[src/rtl/fpu_wb_pkg.sv]
// Shared types and constants for the FP writeback staging path.
package fpu_wb_pkg;

   // Completion tag; the destination-register field is 'rd' because 'reg' is reserved.
   typedef struct packed {
      logic [8:0]  rd;
      logic [9:0]  ii;
      logic [12:0] op;
   } fpu_wb_tag_t;

   localparam logic [3:0] FPU_WB_EN_ALT    = 4'b1001;
   localparam logic [8:0] FPU_WB_SREG_NONE = 9'h1ff;

endpackage

[src/rtl/fpu_tag_delay.sv]
// LAT-stage valid+tag shift line aligning completion tags with their late result data.
module fpu_tag_delay
   import fpu_wb_pkg::*;
#(
   parameter int unsigned LAT = 5,
   localparam int unsigned IW = $clog2(LAT + 1)
) (
   input  logic          clk,
   input  logic          rst,
   input  logic          flush,
   input  logic          in_valid,
   input  fpu_wb_tag_t   in_tag,
   output logic          out_valid,
   output fpu_wb_tag_t   out_tag,
   output logic [IW-1:0] inflight
);
   logic [LAT-1:0]              valid_q, valid_d;
   fpu_wb_tag_t [LAT-1:0]       tag_q, tag_d;

   // NOTE: combinational blocks use blocking '=' and assign every output first, so no latch is inferred.
   always_comb begin
      valid_d[0] = in_valid && !flush;
      tag_d[0]   = in_tag;
      for (int i = 1; i < LAT; i++) begin
         valid_d[i] = valid_q[i-1] && !flush;
         tag_d[i]   = tag_q[i-1];
      end
   end

   always_comb begin
      inflight = '0;
      for (int i = 0; i < LAT; i++) begin
         inflight = inflight + IW'(valid_q[i]);
      end
   end

   always_ff @(posedge clk) begin
      if (!rst) begin
         valid_q <= '0;
         tag_q   <= '0;
      end else begin
         valid_q <= valid_d;
         tag_q   <= tag_d;
      end
   end

   assign out_valid = valid_q[LAT-1];
   assign out_tag   = tag_q[LAT-1];

endmodule

[src/rtl/fpusqr_wb_queue.sv]
// Writeback staging queue behind the FP sqrt/div alternate-result port.
// Define FPUSQR_WBQ_BYPASS_EN to load an empty queue's head straight from the pairing stage.
module fpusqr_wb_queue
   import fpu_wb_pkg::*;
#(
   parameter bit           H        = 1'b0,
   parameter int unsigned  DEPTH    = 4,
   parameter int unsigned  DATA_LAT = 5,
   localparam int unsigned DW       = (H ? 16 : 0) + 68
) (
   input  logic          clk,
   input  logic          rst,
   input  logic          except,
   input  logic          alt_en,
   input  logic [8:0]    alt_reg,
   input  logic [9:0]    alt_II,
   input  logic [12:0]   alt_op,
   input  logic [DW-1:0] alt_data,
   output logic          pause,
   output logic          wb_valid,
   input  logic          wb_ready,
   output logic [3:0]    wb_en,
   output logic [8:0]    wb_reg,
   output logic [9:0]    wb_II,
   output logic [12:0]   wb_op,
   output logic [DW-1:0] wb_data,
   output logic [8:0]    wb_sreg,
   output logic          ovf
);
   localparam int unsigned   PW   = $clog2(DEPTH);
   localparam int unsigned   CW   = PW + 1;
   localparam int unsigned   IW   = $clog2(DATA_LAT + 1);
   localparam logic [CW-1:0] FULL = CW'(DEPTH);

   fpu_wb_tag_t   in_tag, tail_tag;
   logic          tail_valid, push, pop;
   logic [IW-1:0] inflight;
   int            inflight_d;

   logic [PW-1:0] rd_ptr_q, rd_ptr_d, wr_ptr_q, wr_ptr_d;
   logic [CW-1:0] count_q, count_d;
   fpu_wb_tag_t   mem_tag_q [DEPTH];
   fpu_wb_tag_t   mem_tag_d [DEPTH];
   logic [DW-1:0] mem_data_q [DEPTH];
   logic [DW-1:0] mem_data_d [DEPTH];
   logic          wb_valid_q, wb_valid_d, pause_q, pause_d, ovf_q, ovf_d;
   fpu_wb_tag_t   head_tag_q, head_tag_d;
   logic [DW-1:0] head_data_q, head_data_d;
`ifdef FPUSQR_WBQ_BYPASS_EN
   logic          byp_q, byp_d, byp_load;
`endif

   assign in_tag = '{rd: alt_reg, ii: alt_II, op: alt_op};

   fpu_tag_delay #(.LAT(DATA_LAT)) u_tag_delay (
      .clk       (clk),
      .rst       (rst),
      .flush     (except),
      .in_valid  (alt_en),
      .in_tag    (in_tag),
      .out_valid (tail_valid),
      .out_tag   (tail_tag),
      .inflight  (inflight)
   );

   assign pop  = wb_valid_q && wb_ready;
   assign push = tail_valid && !except;

   always_comb begin
      rd_ptr_d   = rd_ptr_q;
      wr_ptr_d   = wr_ptr_q;
      count_d    = count_q;
      mem_tag_d  = mem_tag_q;
      mem_data_d = mem_data_q;
      ovf_d      = ovf_q;
`ifdef FPUSQR_WBQ_BYPASS_EN
      byp_d      = byp_q;
      byp_load   = 1'b0;
`endif
      // Pop is applied first so a push at full lands in the slot it frees.
      if (pop) begin
`ifdef FPUSQR_WBQ_BYPASS_EN
         if (!byp_q) rd_ptr_d = rd_ptr_q + PW'(1);
         byp_d = 1'b0;
`else
         rd_ptr_d = rd_ptr_q + PW'(1);
`endif
         count_d = count_q - CW'(1);
      end
      if (push) begin
         if (count_q == FULL && !pop) begin
            ovf_d = 1'b1;
`ifdef FPUSQR_WBQ_BYPASS_EN
         end else if (count_d == '0) begin
            byp_d    = 1'b1;
            byp_load = 1'b1;
            count_d  = count_d + CW'(1);
`endif
         end else begin
            mem_tag_d[wr_ptr_q]  = tail_tag;
            mem_data_d[wr_ptr_q] = alt_data;
            wr_ptr_d             = wr_ptr_q + PW'(1);
            count_d              = count_d + CW'(1);
         end
      end
      if (except) begin
         rd_ptr_d = '0;
         wr_ptr_d = '0;
         count_d  = '0;
`ifdef FPUSQR_WBQ_BYPASS_EN
         byp_d    = 1'b0;
`endif
      end

      wb_valid_d  = (count_d != '0);
      head_tag_d  = '0;
      head_data_d = '0;
      if (wb_valid_d) begin
`ifdef FPUSQR_WBQ_BYPASS_EN
         if (byp_load) begin
            head_tag_d  = tail_tag;
            head_data_d = alt_data;
         end else if (byp_d) begin
            head_tag_d  = head_tag_q;
            head_data_d = head_data_q;
         end else
`endif
         begin
            head_tag_d  = mem_tag_d[rd_ptr_d];
            head_data_d = mem_data_d[rd_ptr_d];
         end
      end

      inflight_d = except ? 0 : int'(inflight) - int'(tail_valid) + int'(alt_en);
      pause_d    = (int'(count_d) + inflight_d) >= (int'(DEPTH) - 1);
   end

   always_ff @(posedge clk) begin
      if (!rst) begin
         rd_ptr_q    <= '0;
         wr_ptr_q    <= '0;
         count_q     <= '0;
         wb_valid_q  <= 1'b0;
         pause_q     <= 1'b0;
         ovf_q       <= 1'b0;
         head_tag_q  <= '0;
         head_data_q <= '0;
`ifdef FPUSQR_WBQ_BYPASS_EN
         byp_q       <= 1'b0;
`endif
      end else begin
         rd_ptr_q    <= rd_ptr_d;
         wr_ptr_q    <= wr_ptr_d;
         count_q     <= count_d;
         wb_valid_q  <= wb_valid_d;
         pause_q     <= pause_d;
         ovf_q       <= ovf_d;
         head_tag_q  <= head_tag_d;
         head_data_q <= head_data_d;
`ifdef FPUSQR_WBQ_BYPASS_EN
         byp_q       <= byp_d;
`endif
      end
   end

   // NOTE: the storage array has no reset; count and wb_valid gate every read, so stale words never escape.
   always_ff @(posedge clk) begin
      mem_tag_q  <= mem_tag_d;
      mem_data_q <= mem_data_d;
   end

   assign wb_valid = wb_valid_q;
   assign wb_en    = wb_valid_q ? FPU_WB_EN_ALT : 4'b0000;
   assign wb_reg   = head_tag_q.rd;
   assign wb_II    = head_tag_q.ii;
   assign wb_op    = head_tag_q.op;
   assign wb_data  = head_data_q;
   assign wb_sreg  = FPU_WB_SREG_NONE;
   assign pause    = pause_q;
   assign ovf      = ovf_q;

endmodule

[config.mk]
export PLATFORM = sky130hd
export DESIGN_NAME = fpusqr_wb_queue
export DESIGN_NICKNAME = d
export VERILOG_FILES = /design/src/rtl/fpu_wb_pkg.sv /design/src/rtl/fpu_tag_delay.sv /design/src/rtl/fpusqr_wb_queue.sv
export SDC_FILE = /design/constraint.sdc
export NUM_CORES = 1
export LEC_CHECK = 0
export ABC_AREA = 1
export ABC_CLOCK_PERIOD_IN_PS = 6300
export CAP_MARGIN = 40
export CORE_MARGIN = 5
export CORE_UTILIZATION = 52
export DETAILED_ROUTE_END_ITERATION = 8
export PLACE_DENSITY = 0.72
export SLEW_MARGIN = 20
export SYNTH_ARGS = -nofsm -noshare
export SYNTH_HDL_FRONTEND = slang
export SYNTH_SLANG_ARGS = --single-unit
[constraint.sdc]
create_clock -name clk -period 6.3 [get_ports clk]
set_input_delay 0.945 -clock clk [delete_from_list [all_inputs] [get_ports clk]]
set_output_delay 0.945 -clock clk [all_outputs]
set_load 0.05 [all_outputs]
## Yosys cells after proc, flatten, opt, wreduce, memory -nomap -nowiden

Cells that the tools add are included.

- Register bits: 675
- Input bits: 105
- Output and inout bits: 116

- Add/subtract/negate cells: 11
- Order comparisons: 4
- Equal/unequal tests: 1
- Mux-type cells: 24
- Bitwise operators: 4
- Reduce and logical (&&, ||, !) cells: 16

Operators by type and width:

| cell | number |
|---|---|
| $mux W272 | 2 |
| $bwmux W272 | 1 |
| $mux W128 | 2 |
| $mux W68 | 3 |
| $bmux W68 S2 | 1 |
| $demux W68 S2 | 1 |
| $bwmux W128 | 1 |
| $mux W32 | 4 |
| $bmux W32 S2 | 1 |
| $demux W32 S2 | 1 |
| $add A4 B32 Y32 | 1 |
| $ge A32 B3 Y1 const B | 1 |
| $mux W3 | 4 |
| $add A3 B1 Y3 | 3 |
| $logic_and A1 B1 Y1 | 9 |
| $ge A3 B3 Y1 const B | 2 |
| $not A2 Y3 | 2 |
| $reduce_and A2 Y1 | 3 |
| $add A4 B2 Y5 | 1 |
| $add A2 B1 Y2 const B | 2 |
| $mux W2 | 2 |
| $mux W4 | 1 |
| $sub A3 B1 Y4 | 1 |
| $add A3 B1 Y3 const B | 1 |
| 8 further kinds | 10 |

## Depth between registers and ports, before layout

Gate-level depths: netlist of the first run.

- Depth in word-level cells: 11
- Mapped depth: 28
- Depth with buffers taken out: 28

## Modules after synthesis

Synthesis of the first run repeated with hierarchy kept, for this count alone.

- Cells, all modules: 3561
- Area total of the unflattened synthesis: 26934.6 µm²

By module, submodules not included:

| module | times used | cells each | area an instance (µm²) | sequential area each (µm²) |
|---|---|---|---|---|
| fpusqr_wb_queue | 1 | 3040 | 22188.8 | 10209.8 |
| fpu_tag_delay | 1 | 521 | 4745.8 | 3303.2 |

## Least setup slack after synthesis of the first run

Ideal clock, no wire load.

- Path type: register -> register
- Start: register u_tag_delay.valid_q[0]
- End: register pause_q (netlist: pause)
- Library setup time: 0.111 ns
- Arrival time: 3.781 ns
- Required time: 6.189 ns
- Setup slack: 2.408 ns
- Cell stages (with the launch flop): 26
- Cells stage by stage: dfxtp_1 -> ha_1 -> inv_1 -> fa_1 -> inv_1 -> ha_1 -> inv_1 -> fa_1 -> ha_1 -> inv_1 -> ha_1 -> nand2_1 -> nand2_1 -> nor2_1 -> ha_1 -> nand3_1 -> nand2_1 -> nand2_1 -> ha_1 -> nand2_1 -> nor3_1 -> nand3_1 -> nor2_1 -> nand3_1 -> nor2_1 -> nor2_1

- Word-level cells in the longest chain between the ends: 9

Ends and longest elaborated chain:

| what | line | source |
|---|---|---|
| start: declaration | fpu_tag_delay.sv:17 | `logic [LAT-1:0] valid_q, valid_d;` |
| start signal: assignment | fpu_tag_delay.sv:42 | `valid_q <= valid_d;` |
| $add A1 B1 Y2 | fpu_tag_delay.sv:33 | `inflight = inflight + IW'(valid_q[i]);` |
| $add A3 B1 Y3 (3 in series) | fpu_tag_delay.sv:33 |  |
| $sub A3 B1 Y4 | fpusqr_wb_queue.sv:134 | `inflight_d = except ? 0 : int'(inflight) - int'(tail_valid) + int'(alt_en);` |
| $add A4 B2 Y5 | fpusqr_wb_queue.sv:134 |  |
| $mux W32 | fpusqr_wb_queue.sv:134 |  |
| $add A4 B32 Y32 | fpusqr_wb_queue.sv:135 | `pause_d = (int'(count_d) + inflight_d) >= (int'(DEPTH) - 1);` |
| $ge A32 B3 Y1 | fpusqr_wb_queue.sv:135 |  |
| end signal: assignment | fpusqr_wb_queue.sv:156 | `pause_q <= pause_d;` |
| end: declaration | fpusqr_wb_queue.sv:46 | `logic wb_valid_q, wb_valid_d, pause_q, pause_d, ovf_q, ovf_d;` |

Every way passes these cells.
A chain may end at the register's enable or synchronous reset.

## Final worst setup path of the first run

Same ends and word-level chain as after synthesis.

==> impl_metrics.json, run 1 <==
{
  "status": "finished clean",
  "start_util": 0.525,
  "h-tree-depth": 3,
  "finalWirelength_um": 68900,
  "synth_area_leaders": "dfxtp_1 49%, nand2_1 16%, nand3_1 11%",
  "min_path_cells": 2,
  "hold_buffers": 0,
  "setup_tns_ns": 0,
  "io_buffers": 209,
  "syn_avg_cell_area_um2": 7.76,
  "gp_congestion": 0.766,
  "final_common_cell": "nand2_1",
  "regToRegSetupSlack_ns": 2.14,
  "core_area_um2": 52600,
  "maxSlewHeadroom": 0.238,
  "finalInstanceArea_um2": 31500,
  "setup_viol": 0,
  "period_share": 0.661,
  "yosysTopAreaCell": "dfxtp_1",
  "areaGrowthSynthToFinish_pct": 14.1,
  "final_cell_mix": "1170 x nand2_1, 675 x dfxtp_1, 612 x nand3_1",
  "place_ws_ns": 2.13,
  "drtPass1Iterations": 7,
  "cp.arrival_ns": 4.65,
  "tightest_slew_ns": 1.14,
  "fin_worst_skew_ns": 0.0147,
  "rows": 84,
  "crit_fanout": 6,
  "p_per_area_nw_per_um2": 278,
  "whs_endpoint": "u_tag_delay.tag_d[141]$_SDFF_PN0_",
  "antenna_found_initial": 2,
  "synth_warnings": 0,
  "cts_setup_buffers": 0,
  "grt_setup_unrepaired": "no",
  "dp_cells": 4215,
  "hp-class": "reg -> reg",
  "drt-initial-drc-count": 2109,
  "fmaxAchievable_mhz": 240,
  "regMostFlops": "mem_data_q",
  "hold_violations": 0,
  "ios": 221,
  "clkTransAtPathRegs_ns": 0.06,
  "fin_cells": 4347,
  "root_buffer": "clkbuf_16",
  "ys_seq_area_frac": 0.489,
  "worst_slack_ns": 2.14,
  "r2r-end": "pause$_SDFF_PN0_",
  "r2r-start": "u_tag_delay.valid_q[0]$_SDFF_PN0_",
  "min_period_ns": 4.16,
  "post-dp-hpwl_um": 37300,
  "die_w_um": 240,
  "grt_pass1_vias": 21700,
  "yosys.area.top_type_share": 0.489,
  "synth_seq_cells": 675,
  "grt_max_degree": 233,
  "layout-drive-gt1-share": 0.0664,
  "power_leakage_nw": 16.6,
  "track_usage": 0.232,
  "vdd_drop_max_uv": 203,
  "wl_per_cell_um": 15.9,
  "cts_tree": "done",
  "cts_max_path_buffers": 3,
  "grt_overflow_total": 0,
  "cts_buffers": 72,
  "dieArea_um2": 57800,
  "synth_cells": 3560,
  "clock_latency_ns": 0.60,
  "cp.required_ns": 6.79,
  "crit_type": "reg -> reg",
  "cap_violations": 0,
  "cts-resized-gates": 0,
  "drv_slew": 0,
  "finalNetCount": 3736,
  "via_per_inst": 5.42,
  "drc_errors": 0,
  "grt_first_pass_wirelength_um": 111000,
  "crit_path_end_kind": "flop",
  "largest_reg_flops": 272,
  "antenna_left": 0,
  "placed_area_um2": 29000,
  "clkSinkCount": 675,
  "reg2regPathDepth": 25,
  "synth_area_um2": 27600,
  "yosysUniqueCellTypes": 36,
  "die_height_um": 240,
  "vias": 23600,
  "critPathLaunchType": "flop",
  "hp-start": "u_tag_delay.tag_d[109]$_SDFF_PN0_"
}
==> synth_stat cells <==
| cell type | instances |
|---|---|
| a211oi_1 | 1 |
| a21o_1 | 1 |
| a21oi_1 | 3 |
| and3_1 | 1 |
| buf_1 | 2 |
| buf_2 | 114 |
| buf_4 | 31 |
| buf_6 | 84 |
| buf_8 | 5 |
| clkbuf_1 | 39 |
| clkbuf_4 | 4 |
| clkbuf_8 | 6 |
| conb_1 | 2 |
| dfxtp_1 | 675 |
| fa_1 | 3 |
| ha_1 | 24 |
| inv_1 | 260 |
| inv_2 | 40 |
| nand2_1 | 1170 |
| nand2_2 | 32 |
| nand2_4 | 2 |
| nand2_8 | 1 |
| nand3_1 | 612 |
| nand3_2 | 8 |
| nand3b_1 | 1 |
| nand3b_2 | 1 |
| nand4_1 | 402 |
| nor2_1 | 26 |
| nor2_2 | 3 |
| nor2_4 | 1 |
| nor3_1 | 1 |
| o21a_1 | 1 |
| o21ai_0 | 1 |
| o21ai_1 | 1 |
| or2_1 | 1 |
| xnor2_1 | 1 |
==> per-layer routing <==
layer,track usage,vias to the layer above,wire length [um]
met1,0.323,10800,30900
li1,-,11800,-
met2,0.368,891,31100
met4,0.0708,0,1480
met5,0,-,0
met3,0.0440,111,5440
==> final cells by class <==
cell class              instances  area [um2]
clock inverters                16         170
flip-flops and latches        675       13500
inverters                     300        1130
fillers                      4788       21100
well taps                     688         861
repair buffers                246        2540
diodes                          2        5.00
multi-input cells            2309       11000
clock buffers                 111        2250
==> metrics by stage <==
step | hold WS [ns] | power, mW | util
final | 0.400 | 8.74 | 0.599
after global routing | 0.420 | 9.04 | 0.599
after CTS | 0.405 | 8.83 | 0.598
after detailed placement | 0.395 | 4.59 | 0.552
after global placement | 0.392 | 4.59 | 0.549
after floorplan | 0.390 | 4.49 | -
==> kinds of logic after synthesis <==
kind of cell / Yosys count / synth area share
other: 2 / 0.000272
and+or+nand+nor: 2262 / 0.379
buffers and inverters: 585 / 0.117
AOI/OAI and AO/OA: 8 / 0.00172
adders and majority gates: 27 / 0.0131
DFF: 675 / 0.489
xor gates and xnor gates: 1 / 0.000317
==> power by group <==
part           switching [mW]  internal [mW]  total [mW]
Combinational          0.0981         0.0802       0.178
Clock                    1.66           2.58        4.24
Sequential             0.0113           4.31        4.32
Total                    1.77           6.97        8.74
==> worst max-delay path by stage <==
| stage | from | end | slack (ns) | cells after the start |
|---|---|---|---|---|
| 4_1_cts | u_tag_delay.valid_q[1]$_SDFF_PN0_ | pause$_SDFF_PN0_ | 2.13 | 25 |
| 2_1_floorplan | u_tag_delay.valid_q[0]$_SDFF_PN0_ | pause$_SDFF_PN0_ | 2.41 | 25 |
| 6_report | u_tag_delay.valid_q[0]$_SDFF_PN0_ | pause$_SDFF_PN0_ | 2.14 | 25 |
| 3_3_place_gp | except | wb_data[44]$_SDFF_PN0_ | 2.17 | 10 |
| 5_1_grt | u_tag_delay.valid_q[0]$_SDFF_PN0_ | pause$_SDFF_PN0_ | 1.75 | 25 |
| 3_5_place_dp | wb_ready | pause$_SDFF_PN0_ | 2.13 | 18 |
==> worst max-delay path, stage by stage (launching register included) <==
cell     delay (ns)
dfxtp_1        0.31
ha_1           0.27
inv_1          0.04
fa_1           0.47
inv_1          0.04
ha_1           0.17
inv_1          0.06
fa_1           0.43
ha_1           0.30
inv_1          0.09
ha_1           0.17
nand2_1        0.07
nand2_1        0.06
nor2_1         0.04
ha_1           0.33
nand3_1        0.09
nand2_1        0.16
nand2_1        0.08
ha_1           0.29
nand2_1        0.05
nor3_1         0.12
nand3_1        0.10
nor2_1         0.09
nand3_1        0.08
nor2_1         0.08
nor2_1         0.05
Note: power is estimated with default switching activity, not from simulation.
==> run 2: changes to the inputs <==
--- a/config.mk
+++ b/config.mk
@@ -6,7 +6,7 @@
 export NUM_CORES = 1
 export LEC_CHECK = 0
 export ABC_AREA = 1
-export ABC_CLOCK_PERIOD_IN_PS = 6300
+export ABC_CLOCK_PERIOD_IN_PS = 4100
 export CAP_MARGIN = 40
 export CORE_MARGIN = 5
 export CORE_UTILIZATION = 52
==> constraint.sdc (replaced) <==
create_clock -name clk -period 4.1 [get_ports clk]
set_input_delay 0.615 -clock clk [delete_from_list [all_inputs] [get_ports clk]]
set_output_delay 0.615 -clock clk [all_outputs]
set_load 0.05 [all_outputs]
==> run 2 against run 1 <==
  * Register-to-register slack got worse by 2.1 ns
  * First-iteration DRC count increased by 11%
  * Flip-flop and latch count unchanged
  * Combinational power increased by 53%
  * Critical endpoint unchanged
  * Fmax increased by 1.9%
  * Clock skew increased by 0.0029 ns
  * Hold slack improved by 0.0016 ns
  * Sequential power increased by 54%
  * Highest routed layer is now met5
  * Count of clock-buffer cells in the layout unchanged
  * Power increased by 49%
==> impl_metrics.json, run 2 (synthesis results as in run 1) <==
{
  "die_w_um": 240,
  "clockPowerShare": 0.470,
  "setup_viol": 0,
  "reg2regPathDepth": 25,
  "finalNetCount": 3739,
  "clock_latency_ns": 0.60,
  "drv_slew": 0,
  "antenna_left": 0,
  "grt_setup_unrepaired": "yes",
  "p_comb_frac": 0.021,
  "vias": 23500,
  "root_buffer": "clkbuf_16",
  "final_common_cell": "nand2_1",
  "maxSlewHeadroom": 0.272,
  "cp.arrival_ns": 4.57,
  "dieArea_um2": 57800,
  "finalWirelength_um": 69200,
  "r2r-start": "u_tag_delay.valid_q[0]$_SDFF_PN0_",
  "vdd_drop_max_uv": 278,
  "grt_max_degree": 226,
  "critPathSlowestCell": "fa_1",
  "clkSinkCount": 675,
  "fillers": 4837,
  "crit_path_end_kind": "flop",
  "io_buffers": 209,
  "crit_end": "pause$_SDFF_PN0_",
  "fmaxAchievable_mhz": 245,
  "core_area_um2": 52600,
  "die_height_um": 240,
  "track_usage": 0.233,
  "grt_pass1_vias": 21600,
  "status": "finished clean",
  "critPathLaunchType": "flop",
  "gp_congestion": 0.778,
  "cts_buffers": 72,
  "rows": 84,
  "start_util": 0.525,
  "drt-initial-drc-count": 2335,
  "crit_buf_inv": 4,
  "h-tree-depth": 3,
  "fin_total_pwr_mw": 13.0,
  "hp-class": "reg -> reg",
  "grt_first_pass_wirelength_um": 112000,
  "cap_violations": 0,
  "areaGrowthSynthToFinish_pct": 14.0,
  "crit_family": "adder cells",
  "power_frac_seq": 0.509,
  "post-dp-hpwl_um": 35400,
  "antenna_cells": 0,
  "p_switching_mw": 2.71,
  "power_leakage_nw": 16.5,
  "regMostFlops": "mem_data_q",
  "dp_cells": 4217,
  "antenna_found_initial": 2,
  "ios": 221,
  "fin_cells": 4343,
  "layout-drive-gt1-share": 0.0706,
  "intPower_mw": 10.3,
  "fin_worst_skew_ns": 0.0177,
  "tightest_slew_ns": 1.09,
  "grt_overflow_total": 0,
  "hp-start": "u_tag_delay.tag_d[135]$_SDFF_PN0_",
  "period_share": 0.996,
  "via_per_inst": 5.41,
  "cts_max_path_buffers": 3,
  "regToRegSetupSlack_ns": 0.02,
  "drtPass1Iterations": 6,
  "largest_reg_flops": 272,
  "wl_per_cell_um": 15.9,
  "hold_violations": 0,
  "crit_path_max_incr_delay_ns": 0.51,
  "cp.required_ns": 4.59,
  "cp_common_cell": "ha_4",
  "clkTransAtPathRegs_ns": 0.06,
  "worstSetupStartpoint": "u_tag_delay.valid_q[0]$_SDFF_PN0_",
  "r2r-end": "pause$_SDFF_PN0_",
  "switching_share": 0.207,
  "drc_errors": 0,
  "p_per_area_nw_per_um2": 415,
  "crit_fanout": 6,
  "min_period_ns": 4.08,
  "cp.depth": 25,
  "final_cell_mix": "1165 x nand2_1, 673 x dfxtp_1, 610 x nand3_1",
  "cts_tree": "done",
  "crit_type": "reg -> reg"
}
-- run 2: changes by cell type in the layout (fill, tap and decap cells not counted), moves of 5 or more --
cell,change
nand2_1,-5
buf_12,+7
clkbuf_1,+10
ha_1,-5
ha_4,+5
clkinv_2,-5
inv_2,+5
inv_1,-6
clkbuf_8,-6
-- run 2: layer usage --
metal | vias up | GRT usage | part of all wire
li1 | 11800 | - | -
met1 | 10700 | 0.325 | 0.44
met2 | 889 | 0.372 | 0.46
met3 | 142 | 0.0400 | 0.079
met4 | 2 | 0.0724 | 0.023
met5 | - | 0 | 0.00029
-- run 2: power by group through the flow --
stage | Clock, mW | Sequential, mW | Combinational, mW
floorplan | 0 | 6.78 | 0.120
detailed placement | 0 | 6.78 | 0.268
global placement | 0 | 6.78 | 0.265
finish | 6.14 | 6.64 | 0.273
global route | 6.56 | 6.64 | 0.301
CTS | 6.27 | 6.64 | 0.270
-- run 2: worst min-delay path by stage --
stage / to / slack (ns) / depth (start not counted)
after floorplan: u_tag_delay.out_tag[0]$_SDFF_PN0_ / 0.39 / 2
after global placement: u_tag_delay.tag_d[135]$_SDFF_PN0_ / 0.39 / 2
after detailed placement: u_tag_delay.tag_d[67]$_SDFF_PN0_ / 0.40 / 2
after CTS: u_tag_delay.out_tag[7]$_SDFF_PN0_ / 0.40 / 2
after global routing: u_tag_delay.tag_d[147]$_SDFF_PN0_ / 0.42 / 2
final: u_tag_delay.out_tag[7]$_SDFF_PN0_ / 0.40 / 2
-- run 2: tightest hold or removal path, stage by stage, from the launching register on --
cell and delay, ns:
dfxtp_1 0.30, nand2_1 0.04, inv_1 0.04
-- run 2: repair_timing --
| item | 4_1_cts | 5_1_grt |
|---|---|---|
| pin swaps | 15 | 23 |
| buffers inserted | 2 | 2 |
| endpoints found under the setup margin | 1 | 1 |
| gates resized for setup | 13 | 20 |
| hold buffers | 0 | 0 |
-- run 2: cell type report --
| cell class | count | area (um2) | share of cell area |
|---|---|---|---|
| Clock inverter | 11 | 101 | 0.00322 |
| Multi-Input combinational cell | 2309 | 11100 | 0.354 |
| Sequential cell | 675 | 13500 | 0.430 |
| Inverter | 300 | 1130 | 0.0361 |
| Tap cell | 688 | 861 | 0.0274 |
| Clock buffer | 111 | 2110 | 0.0670 |
| Timing Repair Buffer | 249 | 2610 | 0.0831 |
-- run 2: stage by stage --
stage | setup WS [ns] | setup TNS [ns] | hold WS, ns | utilization | cell area, um2
after floorplan | 0.208 | 0 | 0.390 | - | 27600
after global placement | -0.000459 | -0.000459 | 0.392 | 0.553 | 29100
after detailed placement | -0.0353 | -0.0353 | 0.395 | 0.554 | 29100
after CTS | -0.00549 | -0.00549 | 0.404 | 0.597 | 31400
after global routing | -0.227 | -0.227 | 0.422 | 0.599 | 31500
final | 0.0175 | 0 | 0.402 | 0.599 | 31500
